--- src/rtl/mem_pkg.sv ---
// mem_pkg: shared definitions for the memory-stage load/store unit.
//   lsu_state_t : transaction FSM states (IDLE, REQ, RESP)
//   F3_*        : funct3 access size/sign encodings
//   RS_LOAD     : rsltSrc encoding that marks a load
//   f3_legal()  : funct3 legality check for loads and stores
package mem_pkg;

  typedef enum logic [1:0] {
    IDLE = 2'd0,
    REQ  = 2'd1,
    RESP = 2'd2
  } lsu_state_t;

  localparam logic [2:0] F3_B  = 3'b000;
  localparam logic [2:0] F3_H  = 3'b001;
  localparam logic [2:0] F3_W  = 3'b010;
  localparam logic [2:0] F3_BU = 3'b100;
  localparam logic [2:0] F3_HU = 3'b101;

  localparam logic [1:0] RS_LOAD = 2'b01;

  // Stores have no unsigned variants, so only B/H/W are legal for them.
  function automatic logic f3_legal(input logic is_store, input logic [2:0] f3);
    logic ok;
    ok = 1'b0;
    case (f3)
      F3_B, F3_H, F3_W: ok = 1'b1;
      F3_BU, F3_HU:     ok = ~is_store;
      default:          ok = 1'b0;
    endcase
    return ok;
  endfunction

endpackage

--- src/rtl/mem_load_align.sv ---
// mem_load_align: combinational load-data lane select and extension.
//   rdata_i  [31:0] : raw word returned by data memory
//   addr_i   [1:0]  : byte offset of the access
//   funct3_i [2:0]  : access size and sign
//   data_o   [31:0] : aligned, sign- or zero-extended load value
module mem_load_align
  import mem_pkg::*;
(
  input  logic [31:0] rdata_i,
  input  logic [1:0]  addr_i,
  input  logic [2:0]  funct3_i,
  output logic [31:0] data_o
);

  logic [7:0]  byte_sel;
  logic [15:0] half_sel;

  always_comb begin
    byte_sel = rdata_i[7:0];
    case (addr_i)
      2'd0:    byte_sel = rdata_i[7:0];
      2'd1:    byte_sel = rdata_i[15:8];
      2'd2:    byte_sel = rdata_i[23:16];
      default: byte_sel = rdata_i[31:24];
    endcase
    // Halfword accesses are aligned, so addr_i[1] alone picks the lane.
    half_sel = addr_i[1] ? rdata_i[31:16] : rdata_i[15:0];
  end

  always_comb begin
    data_o = rdata_i;
    case (funct3_i)
      F3_B:    data_o = {{24{byte_sel[7]}}, byte_sel};
      F3_H:    data_o = {{16{half_sel[15]}}, half_sel};
      F3_BU:   data_o = {24'd0, byte_sel};
      F3_HU:   data_o = {16'd0, half_sel};
      default: data_o = rdata_i;
    endcase
  end

endmodule

--- src/rtl/mem_lsu.sv ---
// mem_lsu: memory-stage load/store unit.
//   EX/MEM inputs : regWrtm, memWrtm, rsltSrcm, funct3m, aluRsltm, wrtDm,
//                   pc4m, ujWrtBckm, rdm
//   Data bus      : dReq/dWe/dAddr/dWdata/dBe out, dGnt/dRvalid/dRdata in
//   Pipeline      : stallM freezes upstream while an access is outstanding
//   MEM/WB outputs: regWrtw, rsltSrcw, aluRsltw, rdDataw, pc4w, ujWrtBckw,
//                   rdw, excw
module mem_lsu
  import mem_pkg::*;
#(
  parameter int XLEN = 32
) (
  input  logic            clk,
  input  logic            rst,
  input  logic            regWrtm,
  input  logic            memWrtm,
  input  logic [1:0]      rsltSrcm,
  input  logic [2:0]      funct3m,
  input  logic [XLEN-1:0] aluRsltm,
  input  logic [XLEN-1:0] wrtDm,
  input  logic [XLEN-1:0] pc4m,
  input  logic [XLEN-1:0] ujWrtBckm,
  input  logic [4:0]      rdm,
  output logic            dReq,
  output logic            dWe,
  output logic [XLEN-1:0] dAddr,
  output logic [XLEN-1:0] dWdata,
  output logic [3:0]      dBe,
  input  logic            dGnt,
  input  logic            dRvalid,
  input  logic [XLEN-1:0] dRdata,
  output logic            stallM,
  output logic            regWrtw,
  output logic [1:0]      rsltSrcw,
  output logic [XLEN-1:0] aluRsltw,
  output logic [XLEN-1:0] rdDataw,
  output logic [XLEN-1:0] pc4w,
  output logic [XLEN-1:0] ujWrtBckw,
  output logic [4:0]      rdw,
  output logic            excw
);

  lsu_state_t state_q, state_d;

  logic            is_load, acc, misaligned, illegal, bad, done;
  logic [1:0]      off;
  logic [3:0]      be_raw;
  logic [XLEN-1:0] load_val;

  logic            regWrt_q, exc_q;
  logic [1:0]      rsltSrc_q;
  logic [XLEN-1:0] aluRslt_q, rdData_q, pc4_q, ujWrtBck_q;
  logic [4:0]      rd_q;

  assign off     = aluRsltm[1:0];
  assign is_load = (rsltSrcm == RS_LOAD);
  assign acc     = memWrtm | is_load;

  always_comb begin
    misaligned = 1'b0;
    case (funct3m[1:0])
      2'b01:   misaligned = off[0];
      2'b10:   misaligned = (off != 2'b00);
      default: misaligned = 1'b0;
    endcase
  end

  assign illegal = ~f3_legal(memWrtm, funct3m);
  assign bad     = acc & (misaligned | illegal);

  // Store formatting: replicate the data so every lane carries it and let
  // the byte enables pick the lanes that are really written.
  always_comb begin
    be_raw = 4'b1111;
    dWdata = wrtDm;
    case (funct3m[1:0])
      2'b00: begin
        be_raw = 4'b0001 << off;
        dWdata = {4{wrtDm[7:0]}};
      end
      2'b01: begin
        be_raw = 4'b0011 << off;
        dWdata = {2{wrtDm[15:0]}};
      end
      default: begin
        be_raw = 4'b1111;
        dWdata = wrtDm;
      end
    endcase
  end

  assign dAddr = {aluRsltm[XLEN-1:2], 2'b00};
  assign dWe   = memWrtm & ~rst;
  assign dBe   = rst ? 4'b0000 : be_raw;

  // done: the instruction currently in MEM retires at the coming edge.
  always_comb begin
    state_d = state_q;
    dReq    = 1'b0;
    done    = 1'b0;
    case (state_q)
      IDLE: begin
        dReq = acc & ~bad;
        if (!acc || bad) begin
          done = 1'b1;
        end else if (memWrtm) begin
          if (dGnt) done = 1'b1;
          else      state_d = REQ;
        end else begin
          state_d = dGnt ? RESP : REQ;
        end
      end
      REQ: begin
        dReq = 1'b1;
        if (dGnt) begin
          if (memWrtm) begin
            done    = 1'b1;
            state_d = IDLE;
          end else begin
            state_d = RESP;
          end
        end
      end
      RESP: begin
        if (dRvalid) begin
          done    = 1'b1;
          state_d = IDLE;
        end
      end
      default: state_d = IDLE;
    endcase
    if (rst) begin
      dReq    = 1'b0;
      state_d = IDLE;
    end
  end

  assign stallM = ~done & ~rst;

  mem_load_align u_align (
    .rdata_i  (dRdata),
    .addr_i   (off),
    .funct3_i (funct3m),
    .data_o   (load_val)
  );

  always_ff @(posedge clk) begin
    if (rst) begin
      state_q    <= IDLE;
      regWrt_q   <= 1'b0;
      exc_q      <= 1'b0;
      rsltSrc_q  <= 2'b00;
      aluRslt_q  <= '0;
      rdData_q   <= '0;
      pc4_q      <= '0;
      ujWrtBck_q <= '0;
      rd_q       <= '0;
    end else begin
      state_q <= state_d;
      if (done) begin
        regWrt_q   <= regWrtm & ~bad;
        exc_q      <= bad;
        rsltSrc_q  <= rsltSrcm;
        aluRslt_q  <= aluRsltm;
        pc4_q      <= pc4m;
        ujWrtBck_q <= ujWrtBckm;
        rd_q       <= rdm;
        // Only a load retiring out of RESP carries valid memory data.
        if (state_q == RESP) rdData_q <= load_val;
      end else begin
        // Bubble: control cleared, data fields keep their last value.
        regWrt_q  <= 1'b0;
        exc_q     <= 1'b0;
        rsltSrc_q <= 2'b00;
      end
    end
  end

  assign regWrtw   = regWrt_q;
  assign excw      = exc_q;
  assign rsltSrcw  = rsltSrc_q;
  assign aluRsltw  = aluRslt_q;
  assign rdDataw   = rdData_q;
  assign pc4w      = pc4_q;
  assign ujWrtBckw = ujWrtBck_q;
  assign rdw       = rd_q;

endmodule
--- config.mk ---
export PLATFORM = sky130hd
export DESIGN_NAME = mem_lsu
export DESIGN_NICKNAME = d
export VERILOG_FILES = /design/src/rtl/mem_pkg.sv /design/src/rtl/mem_load_align.sv /design/src/rtl/mem_lsu.sv
export SDC_FILE = /design/constraint.sdc
export NUM_CORES = 1
export LEC_CHECK = 0
export BUFFER_PORTS_ARGS = -buffer_cell sky130_fd_sc_hd__buf_4
export CAP_MARGIN = 10
export CORE_AREA = 2 2 148 150
export DETAILED_ROUTE_END_ITERATION = 10
export DIE_AREA = 0 0 150 152
export PLACE_DENSITY = 0.73
export SYNTH_ARGS = -nofsm -noshare
export SYNTH_HDL_FRONTEND = slang
export SYNTH_HIERARCHICAL = 1
export SYNTH_SLANG_ARGS = --single-unit
--- constraint.sdc ---
create_clock -name clk -period 2.2 [get_ports clk]
set_input_delay 0.22 -clock clk [delete_from_list [all_inputs] [get_ports clk]]
set_output_delay 0.22 -clock clk [all_outputs]
set_load 0.005 [all_outputs]
==> results.md <==
* Met1 usage at 39.6%
* Seq/Total Area, Yosys at 28.2%
* ANT cells at 0
* Design area at 13,200 sq um
* Critical path type: flip-flop to output pin
* Startpoint type of the worst setup path: flip-flop
* Cell variety after synth at 46
* Antenna Nets Post-Route at 0
* GR Util met3 at 6.07%
* Pre-CTS setup slack at 0.160 ns
* Reg clk slew, reported paths at 0.06 ns
* # IOs at 384
* First-pass GRT wire length at 54,400 um
* Average size of a mapped cell at 7.82 sq um
* DR pass1 iterations at 6
* Flops & latches, synth at 139
* Row cnt at 54
* # setup viols final at 0
* Routed wire length at 34,900 um
* Post-layout minimum cycle time at 2.14 ns
* Status: finished clean
* Post-synth top flop: dfxtp_1
* Global placer's final weighted congestion at 0.921
* Most common cell after layout, fill and taps aside: buf_4
* WP data arrival at 1.92 ns
* Cells after Synth at 1,263
* # DRC at 0
* Routed WL per cell at 19.4 um
* Routing usage on met2 at 45.8%
* Final std cells w/o fill at 1,797
* Antenna violations before repair at 0
* H-tree levels at 4
* Clk sinks at 139
* Tot GR Track Use at 28.9%
* Die area at 22,800 sq um
* Fin Clk Skew at 0.0118 ns
* Area after DPL at 12,600 sq um
* Critical Path End Type: output pin
* Clock Tree Root: clkbuf_16
* Final net count at 1,683
* Area grow syn2layout at 33.5%
* Critical-path cell list: or4b_4, nand2_4, nand3_4, a21oi_4, buf_4
* Horiz. Die Dim at 150 um
* Max stage delay on crit path at 0.58 ns
* Slew @ Worst Pin at 0.648 ns
* CTS tree: yes
* Max Root-Sink Buffers at 2
* Post-Place Cells at 1,764
* Synth async-reset ratio at 0%
* CTS buffer count at 17
* Critical-path top delay cell: or4b_4
* Peak VDD IR at 0.442 mV
* Global route total overflow at 0
* Vias in the first global route at 10.2k
* Leakage at 5.09 nW
* Power per cell area at 612 nW/um^2
* Largest net degree at the start of global routing at 159
* Yosys warnings at 6
* Initial DRC Count at 924
* Busiest grt layer: met2
* Via density at 6.13
* Initial core utilization at 46.3%
* CP Max Fanout at 9
* Commonest non-fill, non-tap cells in the layout: 406 x buf_4, 139 x dfxtp_1, 122 x nor2b_1
* Clock Latency Late Sink at 0.43 ns
* Syn Std Cell Area at 9880 sq um
* Hold Violations, Final at 0
* CP required at 1.98 ns
* Setup TNS at 0 ns
* Worst Hold Class: input pin to flip-flop
* Layout cells sized above 1 at 31.6%
* Pwr Total at 8.07 mW
* Slew headroom at 56.8%
* Filler cell count at 1,938
* Max-Cap Viols at 0
* Max Transition Viols Final at 0
* Die Y at 152 um
* Via count at 11.0k
* Highest clock rate at 467 MHz
* Fin crit share at 97.3%
* Setup ws final at 0.0590 ns
* # port buffers at 381
* Core area at 21,400 sq um
* RSZ-0062 raised after global routing: no
* HPWL after DPL at 22,800 um
* Post-synth EDFFs at 0
## synthesized netlist by cell type (8+ instances only)
| cell type | n | share of area, % |
|---|---|---|
| a31oi_1 | 103 | 6.5 |
| a221o_1 | 8 | 0.81 |
| clkbuf_1 | 118 | 4.5 |
| inv_1 | 9 | 0.34 |
| dfxtp_1 | 139 | 28 |
| o21ai_0 | 25 | 1.3 |
| nor2b_1 | 122 | 7.7 |
| nand2b_1 | 109 | 6.9 |
| buf_2 | 19 | 0.96 |
| buf_4 | 40 | 3.0 |
| a21oi_1 | 38 | 1.9 |
| nand2_1 | 116 | 4.4 |
| mux2_2 | 9 | 1.0 |
| o211ai_1 | 101 | 7.7 |
| nor2_1 | 9 | 0.34 |
| a22o_1 | 8 | 0.71 |
| a211oi_1 | 102 | 7.8 |
| a22oi_1 | 15 | 1.1 |
| buf_6 | 21 | 2.4 |
| o311ai_1 | 99 | 8.8 |
## power breakdown
| group | leakage [nW] | internal (mW) | switching, mW | total, mW |
|---|---|---|---|---|
| Sequential | 1.15 | 2.77 | 0.145 | 2.91 |
| Clock | 0.269 | 1.63 | 1.21 | 2.83 |
| Combinational | 3.67 | 1.14 | 1.18 | 2.33 |
| Total | 5.09 | 5.54 | 2.54 | 8.07 |
## routing by layer
layer  wire length [um]  vias to the layer above  share of wire [%]
li1                   -                     5229                  -
met1              15300                     5271                 44
met2              16100                      469                 46
met3               2810                       43                8.0
met4                707                        0                2.0
met5                  0                        -                  0
## flip-flops by register name, indices dropped and copies added (netlist names)
name / count
rdDataw: 32
rsltSrcw: 2
pc4w: 32
excw: 1
state_q: 2
ujWrtBckw: 32
regWrtw: 1
aluRsltw: 32
rdw: 5
## per-stage QoR
step	hold slack [ns]	util (%)
4_1_cts	0.0170	61.7
3_3_place_gp	0.419	58.9
5_1_grt	0.0266	61.8
3_5_place_dp	0.431	58.9
2_1_floorplan	0.299	-
6_report	0.0362	61.8
## kinds of logic after synthesis
group	Yosys count	share of synthesized area, %
simple gates	383	21.1
mux	10	1.13
fa+ha+maj	3	0.380
flops	139	28.2
buf+inv	213	11.5
other cells	1	0.0380
compound gates	514	37.7
## worst paths after layout
kind                                   from            end  slack, ns  depth (start not counted)
worst min-delay path                regWrtm        regWrtw       0.04                          2
worst min register to register  rdDataw[10]    rdDataw[10]       0.46                          2
worst max-delay path             state_q[1]         stallM       0.06                          5
worst max register to register   state_q[1]  ujWrtBckw[19]       0.18                          5
## worst max-delay path: cells and delay by family (launching register included)
kind / cells / cell delay, ns
and+or+nand+nor: 3 / 0.78
AOI/OAI and AO/OA: 1 / 0.21
DFF: 1 / 0.37
buffers and inverters: 1 / 0.14
## repair_timing
| item | in CTS | in global routing |
|---|---|---|
| hold buffers | 1 | 0 |
| resized for setup | 3 | 5 |
| setup endpoints to repair | 1 | 1 |
| setup buffers | 0 | 0 |
| endpoints found under the hold margin | 1 | 0 |
| cloned | 0 | 0 |
| pin swaps | 1 | 2 |
## layout make-up
class,instances,area (sq um),area share [%]
timing repair buffer,425,3410,25.9
inverter,9,35.0,0.266
clock buffer,20,457,3.46
clock inverter,12,114,0.863
sequential,139,2780,21.1
multi-input combinational,912,6040,45.8
tap,280,350,2.66
Power figures use the tool's default switching activity.
